## src/rtl/scan_pkg.sv

```systemverilog
`default_nettype none
// ============================================================================
//  Module      : scan_pkg
//  Description : Shared types and constants for the scanner TX shot path.
//  Revision    : 1.0  initial release
// ============================================================================
package scan_pkg;

  typedef enum logic [1:0] {
    ST_IDLE     = 2'd0,
    ST_WAIT_RDY = 2'd1,
    ST_BURST    = 2'd2,
    ST_LISTEN   = 2'd3
  } shot_state_t;

  typedef logic [15:0] tx_word_t;

  localparam tx_word_t c_MARKER_DEF = 16'hBC50;

  // Zero selects the default period; anything shorter than a full shot is raised.
  function automatic logic [15:0] eff_period(input logic [15:0] cfg,
                                             input logic [15:0] pdef,
                                             input logic [15:0] pmin);
    logic [15:0] p;
    p = (cfg == 16'd0) ? pdef : cfg;
    return (p < pmin) ? pmin : p;
  endfunction

endpackage
`default_nettype wire

```

## src/rtl/laser_shot_tx_if.sv

```systemverilog
`default_nettype none
// ============================================================================
//  Module      : laser_shot_tx_if
//  Description : Control/TX bundle between scan control, shot sequencer, XCVR.
//  Revision    : 1.0  initial release
// ============================================================================
interface laser_shot_tx_if;
  import scan_pkg::*;

  logic        enable;
  logic [15:0] period_cfg;
  logic        zero_pulse;
  logic        tx_ready;
  logic        send_en;
  tx_word_t    tx_datain;
  logic        tx_ctrl;
  logic        zero_flag;
  logic        busy;
  logic [15:0] shot_id;
  logic [15:0] skip_cnt;

  modport master (
    output enable, period_cfg, zero_pulse, tx_ready,
    input  send_en, tx_datain, tx_ctrl, zero_flag, busy, shot_id, skip_cnt
  );

  modport slave (
    input  enable, period_cfg, zero_pulse, tx_ready,
    output send_en, tx_datain, tx_ctrl, zero_flag, busy, shot_id, skip_cnt
  );
endinterface
`default_nettype wire

```

## src/rtl/laser_shot_tx_period_timer.sv

```systemverilog
`default_nettype none
// ============================================================================
//  Module      : period_timer
//  Description : Free-running shot period counter, period latched per run.
//  Revision    : 1.0  initial release
// ============================================================================
module period_timer (
  input  wire logic        clk,
  input  wire logic        rst,
  input  wire logic        i_hold,
  input  wire logic [15:0] i_period,
  output logic             o_expire
);

  logic [15:0] r_cnt;
  logic [15:0] r_per;

  // The period is captured on the first count of each run (after reset, hold or expiry).
  assign o_expire = !i_hold && (r_cnt != 16'd0) && (r_cnt == r_per - 16'd1);

  always_ff @(posedge clk) begin
    if (rst) begin
      r_cnt <= 16'd0;
      r_per <= 16'd0;
    end else begin
      if (r_cnt == 16'd0) r_per <= i_period;
      if (i_hold || o_expire) r_cnt <= 16'd0;
      else                    r_cnt <= r_cnt + 16'd1;
    end
  end

endmodule
`default_nettype wire

```

## src/rtl/laser_shot_tx.sv

```systemverilog
`default_nettype none
// ============================================================================
//  Module      : laser_shot_tx
//  Description : Periodic laser shot sequencer driving the transceiver TX path.
//  Revision    : 1.0  initial release
// ============================================================================
module laser_shot_tx
  import scan_pkg::*;
#(
  parameter int       PERIOD_DEF = 2000,
  parameter int       BURST_LEN  = 16,
  parameter int       LISTEN_LEN = 1200,
  parameter tx_word_t MARKER     = c_MARKER_DEF
) (
  input  wire logic        clk,
  input  wire logic        rst,
  laser_shot_tx_if.slave   bus
);

  localparam logic [15:0] c_P_DEF       = 16'(PERIOD_DEF);
  localparam logic [15:0] c_P_MIN       = 16'(BURST_LEN + LISTEN_LEN + 2);
  localparam logic [15:0] c_BURST_LAST  = 16'(BURST_LEN - 1);
  localparam logic [15:0] c_LISTEN_LAST = 16'(LISTEN_LEN - 1);

  shot_state_t r_state, w_state;
  logic [15:0] r_idx, w_idx;
  logic        r_send, w_send;
  tx_word_t    r_data, w_data;
  logic        r_ctrl, w_ctrl;
  logic        r_zflag, w_zflag;
  logic        r_pend, w_pend;
  logic [15:0] r_shot, w_shot;
  logic [15:0] r_skip, w_skip;
  logic        w_expire;

  period_timer u_timer (
    .clk      (clk),
    .rst      (rst),
    .i_hold   (!bus.enable),
    .i_period (eff_period(bus.period_cfg, c_P_DEF, c_P_MIN)),
    .o_expire (w_expire)
  );

  always_comb begin
    w_state = r_state;
    w_idx   = r_idx;
    w_send  = 1'b0;
    w_data  = '0;
    w_ctrl  = 1'b0;
    w_zflag = r_zflag;
    w_pend  = r_pend | bus.zero_pulse;
    w_shot  = r_shot;
    w_skip  = r_skip;
    unique case (r_state)
      ST_IDLE: begin
        w_zflag = 1'b0;
        if (w_expire) w_state = bus.tx_ready ? ST_BURST : ST_WAIT_RDY;
      end
      ST_WAIT_RDY: begin
        if (!bus.enable) begin
          w_state = ST_IDLE;
          w_zflag = 1'b0;
        end else if (bus.tx_ready) begin
          w_state = ST_BURST;
        end else if (w_expire && r_skip != 16'hFFFF) begin
          w_skip = r_skip + 16'd1;
        end
      end
      ST_BURST: begin
        if (r_idx == c_BURST_LAST) begin
          w_state = ST_LISTEN;
          w_idx   = '0;
        end else begin
          w_idx  = r_idx + 16'd1;
          w_send = 1'b1;
          w_data = r_shot + r_idx + 16'd1;
        end
      end
      ST_LISTEN: begin
        if (r_idx == c_LISTEN_LAST) begin
          w_state = ST_IDLE;
          w_shot  = r_shot + 16'd1;
          w_zflag = 1'b0;
        end else begin
          w_idx = r_idx + 16'd1;
        end
      end
      default: w_state = ST_IDLE;
    endcase
    // Burst entry: a pulse landing on this very cycle stays pending for the next shot.
    if (w_state == ST_BURST && r_state != ST_BURST) begin
      w_idx   = '0;
      w_send  = 1'b1;
      w_data  = MARKER;
      w_ctrl  = 1'b1;
      w_zflag = r_pend;
      w_pend  = bus.zero_pulse;
    end
  end

  always_ff @(posedge clk) begin
    if (rst) begin
      r_state <= ST_IDLE;
      r_idx   <= '0;
      r_send  <= 1'b0;
      r_data  <= '0;
      r_ctrl  <= 1'b0;
      r_zflag <= 1'b0;
      r_pend  <= 1'b0;
      r_shot  <= '0;
      r_skip  <= '0;
    end else begin
      r_state <= w_state;
      r_idx   <= w_idx;
      r_send  <= w_send;
      r_data  <= w_data;
      r_ctrl  <= w_ctrl;
      r_zflag <= w_zflag;
      r_pend  <= w_pend;
      r_shot  <= w_shot;
      r_skip  <= w_skip;
    end
  end

  assign bus.send_en   = r_send;
  assign bus.tx_datain = r_data;
  assign bus.tx_ctrl   = r_ctrl;
  assign bus.zero_flag = r_zflag;
  assign bus.busy      = (r_state != ST_IDLE);
  assign bus.shot_id   = r_shot;
  assign bus.skip_cnt  = r_skip;

endmodule
`default_nettype wire

```

## src/flat_wrapper.sv

```systemverilog
// flat-port wrapper written by rule: the top's interface ports become plain ports
module laser_shot_tx_flat import scan_pkg::*;
#(
  parameter int       PERIOD_DEF = 2000,
  parameter int       BURST_LEN  = 16,
  parameter int       LISTEN_LEN = 1200,
  parameter tx_word_t MARKER     = c_MARKER_DEF
)
  (clk, rst, bus_enable, bus_period_cfg, bus_zero_pulse, bus_tx_ready, bus_send_en, bus_tx_datain, bus_tx_ctrl, bus_zero_flag, bus_busy, bus_shot_id, bus_skip_cnt);
  laser_shot_tx_if bus_i ();
  input  wire logic clk;
  input  wire logic rst;
  input wire logic [$bits(bus_i.enable)-1:0] bus_enable;
  input wire logic [$bits(bus_i.period_cfg)-1:0] bus_period_cfg;
  input wire logic [$bits(bus_i.zero_pulse)-1:0] bus_zero_pulse;
  input wire logic [$bits(bus_i.tx_ready)-1:0] bus_tx_ready;
  output wire logic [$bits(bus_i.send_en)-1:0] bus_send_en;
  output wire logic [$bits(bus_i.tx_datain)-1:0] bus_tx_datain;
  output wire logic [$bits(bus_i.tx_ctrl)-1:0] bus_tx_ctrl;
  output wire logic [$bits(bus_i.zero_flag)-1:0] bus_zero_flag;
  output wire logic [$bits(bus_i.busy)-1:0] bus_busy;
  output wire logic [$bits(bus_i.shot_id)-1:0] bus_shot_id;
  output wire logic [$bits(bus_i.skip_cnt)-1:0] bus_skip_cnt;
  assign bus_i.enable = bus_enable;
  assign bus_i.period_cfg = bus_period_cfg;
  assign bus_i.zero_pulse = bus_zero_pulse;
  assign bus_i.tx_ready = bus_tx_ready;
  assign bus_send_en = bus_i.send_en;
  assign bus_tx_datain = bus_i.tx_datain;
  assign bus_tx_ctrl = bus_i.tx_ctrl;
  assign bus_zero_flag = bus_i.zero_flag;
  assign bus_busy = bus_i.busy;
  assign bus_shot_id = bus_i.shot_id;
  assign bus_skip_cnt = bus_i.skip_cnt;
  laser_shot_tx #(.PERIOD_DEF(PERIOD_DEF), .BURST_LEN(BURST_LEN), .LISTEN_LEN(LISTEN_LEN), .MARKER(MARKER)) u_core (.clk(clk), .rst(rst), .bus(bus_i));
endmodule
```

## config.mk

```make
export PLATFORM = sky130hd
export DESIGN_NAME = laser_shot_tx_flat
export DESIGN_NICKNAME = d
export VERILOG_FILES = /design/src/rtl/scan_pkg.sv /design/src/rtl/laser_shot_tx_if.sv /design/src/rtl/laser_shot_tx_period_timer.sv /design/src/rtl/laser_shot_tx.sv /design/src/flat_wrapper.sv
export SDC_FILE = /design/constraint.sdc
export NUM_CORES = 1
export LEC_CHECK = 0
export BUFFER_PORTS_ARGS = -buffer_cell sky130_fd_sc_hd__buf_4
export CAP_MARGIN = 20
export CORE_MARGIN = 3
export CORE_UTILIZATION = 58
export CTS_CLUSTER_DIAMETER = 200
export DETAILED_ROUTE_END_ITERATION = 8
export GPL_ROUTABILITY_DRIVEN = 0
export GPL_TIMING_DRIVEN = 0
export PLACE_DENSITY = 0.77
export SLEW_MARGIN = 20
export SYNTH_ARGS = -nofsm -noshare
export SYNTH_HDL_FRONTEND = slang
export SYNTH_SLANG_ARGS = --single-unit
```

## constraint.sdc

```tcl
create_clock -name clk -period 4.3 [get_ports clk]
set_input_delay 0.215 -clock clk [delete_from_list [all_inputs] [get_ports clk]]
set_output_delay 0.215 -clock clk [all_outputs]
set_load 0.01 [all_outputs]
```

==> results of run 1 <==
[state kept, by name (all words and copies together), names as in the netlist, 2 cells and up]
name	count
u_core.bus.tx_datain	16
u_core.bus.shot_id	16
u_core.r_idx	16
u_core.u_timer.r_per	16
u_core.u_timer.r_cnt	16
u_core.r_state	2
u_core.bus.skip_cnt	16
[power groups by stage]
| stage | Clock, uW | Combinational [uW] | Sequential [uW] |
|---|---|---|---|
| after floorplan | 0 | 95.2 | 993 |
| after global placement | 0 | 133 | 998 |
| after detailed placement | 0 | 137 | 999 |
| after CTS | 595 | 138 | 977 |
| after global routing | 629 | 156 | 980 |
| final | 583 | 140 | 978 |
[layout make-up]
class                   count  area [um^2]  share of cell area
inverters                  21        78.83             0.01230
well taps                 126        157.7             0.02459
plain buffers              32        137.6             0.02147
clock inverters             4        30.03            0.004684
flip-flops and latches    102         2042              0.3185
clock buffers              12        155.1             0.02420
multi-input cells         522         3269              0.5100
repair buffers             72        540.5             0.08431
[critical path, cell delays in order, from the launching register on]
cell and delay, ps:
dfxtp_1 400, inv_1 80, ha_1 250, or4b_1 490, or3_1 320, a32oi_1 280, nand3_1 150, or4b_4 620
o31ai_2 550, buf_2 350, nor2_1 80
[layer usage]
metal	vias to the layer above	global-route usage	wire, um
met2	172	0.4089	6377
met5	-	0	0
met1	2542	0.3755	6635
met4	0	0.08452	273
met3	25	0.03918	897
li1	2609	-	-
[metrics by stage]
step                instance area, um^2  hold WS [ps]
global route                       6411         88.37
finish                             6411         88.23
CTS                                6404         76.38
detailed placement                 6218         462.3
floorplan                          5520         351.0
global placement                   6218         450.1
[cells in the final DEF, fill, tap and decap left out, drive strengths merged, types with 26 or more instances in the layout]
cell type	count
a21oi	42
buf	78
clkbuf	38
dfxtp	102
nand2	43
nand3	30
nor2	93
o21ai	36
xnor2	26
xor2	35
[worst max-delay path by stage]
stage,to,depth (start not counted),start
floorplan,u_core.bus.skip_cnt[14]$_SDFFE_PP0P_,10,u_core.u_timer.r_per[0]$_SDFFE_PP0P_
CTS,u_core.r_idx[0]$_SDFFE_PP0P_,10,u_core.u_timer.r_per[0]$_SDFFE_PP0P_
global route,u_core.r_idx[1]$_SDFFE_PP0P_,10,u_core.u_timer.r_per[0]$_SDFFE_PP0P_
finish,u_core.r_idx[0]$_SDFFE_PP0P_,10,u_core.u_timer.r_per[0]$_SDFFE_PP0P_
detailed placement,u_core.r_idx[0]$_SDFFE_PP0P_,10,u_core.u_timer.r_per[0]$_SDFFE_PP0P_
global placement,u_core.r_idx[2]$_SDFFE_PP0P_,10,u_core.u_timer.r_per[0]$_SDFFE_PP0P_
[logic make-up (layout without fill, tap and decap cells)]
logic type	Yosys count	count (layout)	synth area share
adders and majority gates	22	22	0.05122
xor gates and xnor gates	61	61	0.09678
and+or+nand+nor	290	290	0.2665
buffers and inverters	53	141	0.03921
muxes	5	5	0.009519
AOI/OAI and AO/OA	144	144	0.1668
DFF	102	102	0.3699
==> flow_metrics.tcl, run 1 <==
set metrics [dict create \
    timing.slew.headroom 0.4014 \
    clock-sinks 102 \
    drt-pass1-iter-count 5 \
    cts_buffers 9 \
    wl_per_cell_um 15.92 \
    worstRegToRegCells 10 \
    end_kind "flop" \
    ys_warn_count 0 \
    grt_max_degree 17 \
    routed_wl_um 14180 \
    grt_first_pass_wirelength_um 23660 \
    grt_pass1_vias 4893 \
    fin_util 0.7142 \
    drc 0 \
    period_needed_ps 3688 \
    viasPerCell 6.002 \
    hp-start "bus_zero_pulse" \
    tns_ps 0 \
    synth_edf_count 0 \
    timing.final.ws_setup_ps 612.3 \
    cellInternalPower_uw 1263 \
    synth.net_count 720 \
    cts_setup_buffers 0 \
    period_share 0.8576 \
    seqPwrFrac 0.575 \
    dp_cells 875 \
    coreArea_mm2 0.008976 \
    p_switching_uw 437.6 \
    p_total_uw 1701 \
    postCtsResizedCells 0 \
    ys_types 61 \
    hold_path_class "in -> reg" \
    synth_area_mm2 0.005520 \
    hold_buffers 0 \
    fin_skew_ps 11.33 \
    synth_commonest_cells "102 x dfxtp_1, 93 x nor2_1, 43 x nand2_1, 42 x a21oi_1, 36 x o21ai_0" \
    grt_overflow 0 \
    setup_viol 0 \
    clockRootBuffer "clkbuf_8" \
    ys_top_cells_by_area "dfxtp_1 37%, nor2_1 6.3%, xor2_1 5.6%" \
    chipWidth_um 103.6 \
    synth_most_common_cell "dfxtp_1" \
    criticalPathCategory "reg -> reg" \
    n_fill_cell 754 \
    ant_nets 0 \
    yosys.area.top_type "dfxtp_1" \
    ioPinCount 73 \
    clockBufferDepth 2 \
    start_kind "flop" \
    fin_nets 803 \
    die_h_um 103.6 \
    synth-main-ff-cell "dfxtp_1" \
    power.share.combinational 0.082 \
    reg2reg_from "u_core.u_timer.r_per[0]$_SDFFE_PP0P_" \
    hold_violations 0 \
    ys_ff_latch 102 \
    clkLatencyLatePin_ps 370 \
    cp.arrival_ps 3940 \
    n_antenna_cell 0 \
    power_frac_clock 0.343 \
    antenna_found_initial 0 \
    fmax_ghz 0.2712 \
    synthArstFlopShare 0 \
    synth_area_per_cell_um2 8.154 \
    leakage_uw 0.002506 \
    p_sw_frac 0.2572 \
    path_max_fanout 10 \
    rsz0062_at_grt "no" \
    power_per_cell_area_mw_per_mm2 265.3 \
    maxCapViolCount 0 \
    start_util 0.6150 \
    min_to "u_core.r_pend$_SDFF_PP0_" \
    status "finished, final reports clean" \
    io_buffers 72 \
    die_area_mm2 0.01072 \
    num_rows 34 \
    cp.required_ps 4550 \
    netlist_instances 677 \
    dp_slack_ps 677.0 \
    grt_util_all_layers 0.2625 \
    path_clk_slew_ps 100 \
    ir_drop_v 0.0001576 \
    seq_area_frac_synth 0.3699 \
    hold_depth 2 \
    tritoncts "done" \
    rrSetupSlack_ps 610 \
    synth_top_area_frac 0.3699 \
    htreeDepth 3 \
    drt_iter0_drc 339 \
    r2r-end "u_core.r_idx[0]$_SDFFE_PP0P_" \
    drive_above_1_share 0.1373 \
    syn2layout_area_growth_pct 16.14 \
    finalMaxSlewViolations 0 \
    tightestPinTransition_ps 891.1 \
    hpwl_um 10650 \
    dr_total_vias 5348 \
    stdcell_count 891 \
]
Power figures use the tool's default switching activity.
==> run 2: changes to the inputs <==
--- a/config.mk
+++ b/config.mk
@@ -7,14 +7,15 @@
 export LEC_CHECK = 0
 export BUFFER_PORTS_ARGS = -buffer_cell sky130_fd_sc_hd__buf_4
 export CAP_MARGIN = 20
-export CORE_MARGIN = 3
 export CORE_UTILIZATION = 58
 export CTS_CLUSTER_DIAMETER = 200
 export DETAILED_ROUTE_END_ITERATION = 8
 export GPL_ROUTABILITY_DRIVEN = 0
 export GPL_TIMING_DRIVEN = 0
 export PLACE_DENSITY = 0.77
+export SKIP_CTS_REPAIR_TIMING = 1
 export SLEW_MARGIN = 20
 export SYNTH_ARGS = -nofsm -noshare
 export SYNTH_HDL_FRONTEND = slang
+export SYNTH_HIERARCHICAL = 1
 export SYNTH_SLANG_ARGS = --single-unit
==> run 2 against run 1 <==
Routed wire length fell by 5.3%. Clock skew rose by 7.4 ps. Via count fell by 4.7%. Clock power rose by 10%. Largest cell class unchanged. Non-clock buffer count rose by 1. Setup slack got worse by 360 ps. Combinational power rose by 8%. Synthesized area rose by 2.7%. Maximum frequency fell by 8.8%.
==> flow_metrics.tcl, run 2 <==
set metrics [dict create \
    start_kind "flop" \
    drt_iter0_drc 246 \
    synth-main-ff-cell "dfxtp_1" \
    stdcell_count 891 \
    maxCapViolCount 0 \
    start_util 0.6048 \
    fin_nets 800 \
    period_share 0.9402 \
    ir_drop_v 0.0001558 \
    ioPinCount 73 \
    fin_skew_ps 18.73 \
    grt_first_pass_wirelength_um 22490 \
    drt-pass1-iter-count 5 \
    reg2reg_from "u_core/u_timer/r_per[5]$_SDFFE_PP0P_" \
    io_buffers 72 \
    ys_top_cells_by_area "dfxtp_1 36%, xnor2_1 6.6%, nor2_1 6.0%" \
    crit_start "u_core/u_timer/r_per[5]$_SDFFE_PP0P_" \
    grt_pass1_vias 4743 \
    path_clk_slew_ps 110 \
    p_total_uw 1767 \
    final_common_cell "dfxtp_1" \
    dp_cells 875 \
    hold_violations 0 \
    setup_viol 0 \
    antenna_found_initial 0 \
    worst_path_max_delay_cell "or4_1" \
    fmax_ghz 0.2473 \
    final_cell_mix "102 x dfxtp_1, 90 x nor2_1, 72 x buf_4" \
    grt_util_all_layers 0.2798 \
    leakage_uw 0.002662 \
    wl_per_cell_um 15.08 \
    hold_ws_ps 42.98 \
    tns_ps 0 \
    end_kind "flop" \
    ys_types 62 \
    seq_area_frac_synth 0.3603 \
    status "finished, final reports clean" \
    finalMaxSlewViolations 0 \
    synth_area_per_cell_um2 8.409 \
    power_per_cell_area_mw_per_mm2 267.8 \
    synth_commonest_cells "102 x dfxtp_1, 90 x nor2_1, 51 x nand2_1, 43 x xnor2_1, 36 x xor2_1" \
    num_rows 35 \
    period_needed_ps 4043 \
    criticalPathCategory "reg -> reg" \
    yosys.area.top_type "dfxtp_1" \
    cp.arrival_ps 4300 \
    coreArea_mm2 0.009371 \
    tritoncts "done" \
    dr_total_vias 5096 \
    viasPerCell 5.719 \
    die_area_mm2 0.01017 \
    tightestPinTransition_ps 855.6 \
    cts_buffers 9 \
    ant_nets 0 \
    cp.required_ps 4550 \
    hold_path_class "in -> reg" \
    cp_cell_sequence "buf_2, or4_1, clkbuf_2, or4_1, a211o_1, a2111oi_2, and4b_1, buf_6, buf_12, nand4_1, a31o_1, buf_2, nor3_1, xnor2_1, nor2_1" \
    synth.net_count 717 \
    hpwl_um 10270 \
    path_max_fanout 11 \
    die_h_um 100.9 \
    htreeDepth 3 \
    drive_above_1_share 0.1483 \
    synth_top_area_frac 0.3603 \
    ys_ff_latch 102 \
    clockRootBuffer "clkbuf_8" \
    grt_max_degree 19 \
    netlist_instances 674 \
    clockBufferDepth 2 \
    rsz0062_at_grt "no" \
    syn2layout_area_growth_pct 16.42 \
    slowest_delay_ps 530 \
    n_fill_cell 814 \
    grt_overflow 0 \
    routed_wl_um 13440 \
    n_antenna_cell 0 \
    clock-sinks 102 \
    synth_edf_count 0 \
    drc 0 \
    synthArstFlopShare 0 \
    ys_warn_count 6 \
    clkLatencyLatePin_ps 370 \
    chipWidth_um 100.9 \
    synth_area_mm2 0.005668 \
    hp-start "bus_zero_pulse" \
    timing.slew.headroom 0.4245 \
    synth_most_common_cell "dfxtp_1" \
]
[run 2: changes by cell type after synthesis, moves of 8 or more]
cell	delta
a21oi_1	-19
nand2_1	+8
nand2b_1	+9
nor4_1	+16
xnor2_1	+17
or3_1	-9
mux2i_1	+15
o21ai_0	-14
[run 2: layout make-up]
class | count | area (um^2) | area share
sequential | 102 | 2042 | 0.3094
buffer | 33 | 165.2 | 0.02503
tap | 129 | 161.4 | 0.02446
clock buffer | 10 | 137.6 | 0.02086
inverter | 16 | 60.06 | 0.009101
timing repair buffer | 72 | 540.5 | 0.08191
clock inverter | 6 | 76.32 | 0.01157
multi-input combinational | 523 | 3416 | 0.5176
[run 2: worst paths after layout]
check                                         to  slack, ps  depth (start not counted)
max          u_core/bus.skip_cnt[5]$_SDFFE_PP0P_        260                         15
min                     u_core/r_pend$_SDFF_PP0_         40                          3
max reg2reg  u_core/bus.skip_cnt[5]$_SDFFE_PP0P_        260                         15
min reg2reg    u_core/bus.zero_flag$_SDFFE_PP0P_        480                          2
[run 2: stage by stage]
step / setup WS [ps] / instance area, um^2 / utilization
finish: 257.0 / 6599 / 0.7041
global route: 1.217 / 6599 / 0.7041
CTS: 261.8 / 6584 / 0.7025
detailed placement: 259.0 / 6370 / 0.6797
global placement: 329.3 / 6370 / 0.6797
floorplan: 627.1 / 5668 / -
[run 2: cell families after synthesis]
kind of cell	after synthesis	share of synthesized area
flip-flops	102	0.3603
AND/OR/NAND/NOR	310	0.2852
buffers and inverters	49	0.03973
XOR/XNOR	79	0.1221
multiplexers	18	0.03179
adder cells (fa/ha/maj)	22	0.04989
AO/OA/AOI/OAI	94	0.1110
[run 2: power breakdown]
group | internal [uW] | switching [uW] | total [uW]
logic | 69.7 | 81.0 | 151
registers | 957 | 16.3 | 973
clock network | 296 | 347 | 643
[run 2: critical path: cells and delay by family, from the launching register on]
| kind | cells | cell delay, ps |
|---|---|---|
| buf+inv | 5 | 800 |
| simple gates | 6 | 1820 |
| flops | 1 | 310 |
| compound gates | 3 | 840 |
| xor+xnor | 1 | 150 |
[run 2: routing by layer]
| metal | GRT usage | vias to the layer above | share of wire |
|---|---|---|---|
| met5 | 0 | - | 0 |
| met4 | 0.05240 | 0 | 0.0075 |
| met3 | 0.05617 | 12 | 0.062 |
| met2 | 0.4410 | 151 | 0.45 |
| met1 | 0.3993 | 2389 | 0.48 |
| li1 | - | 2544 | - |
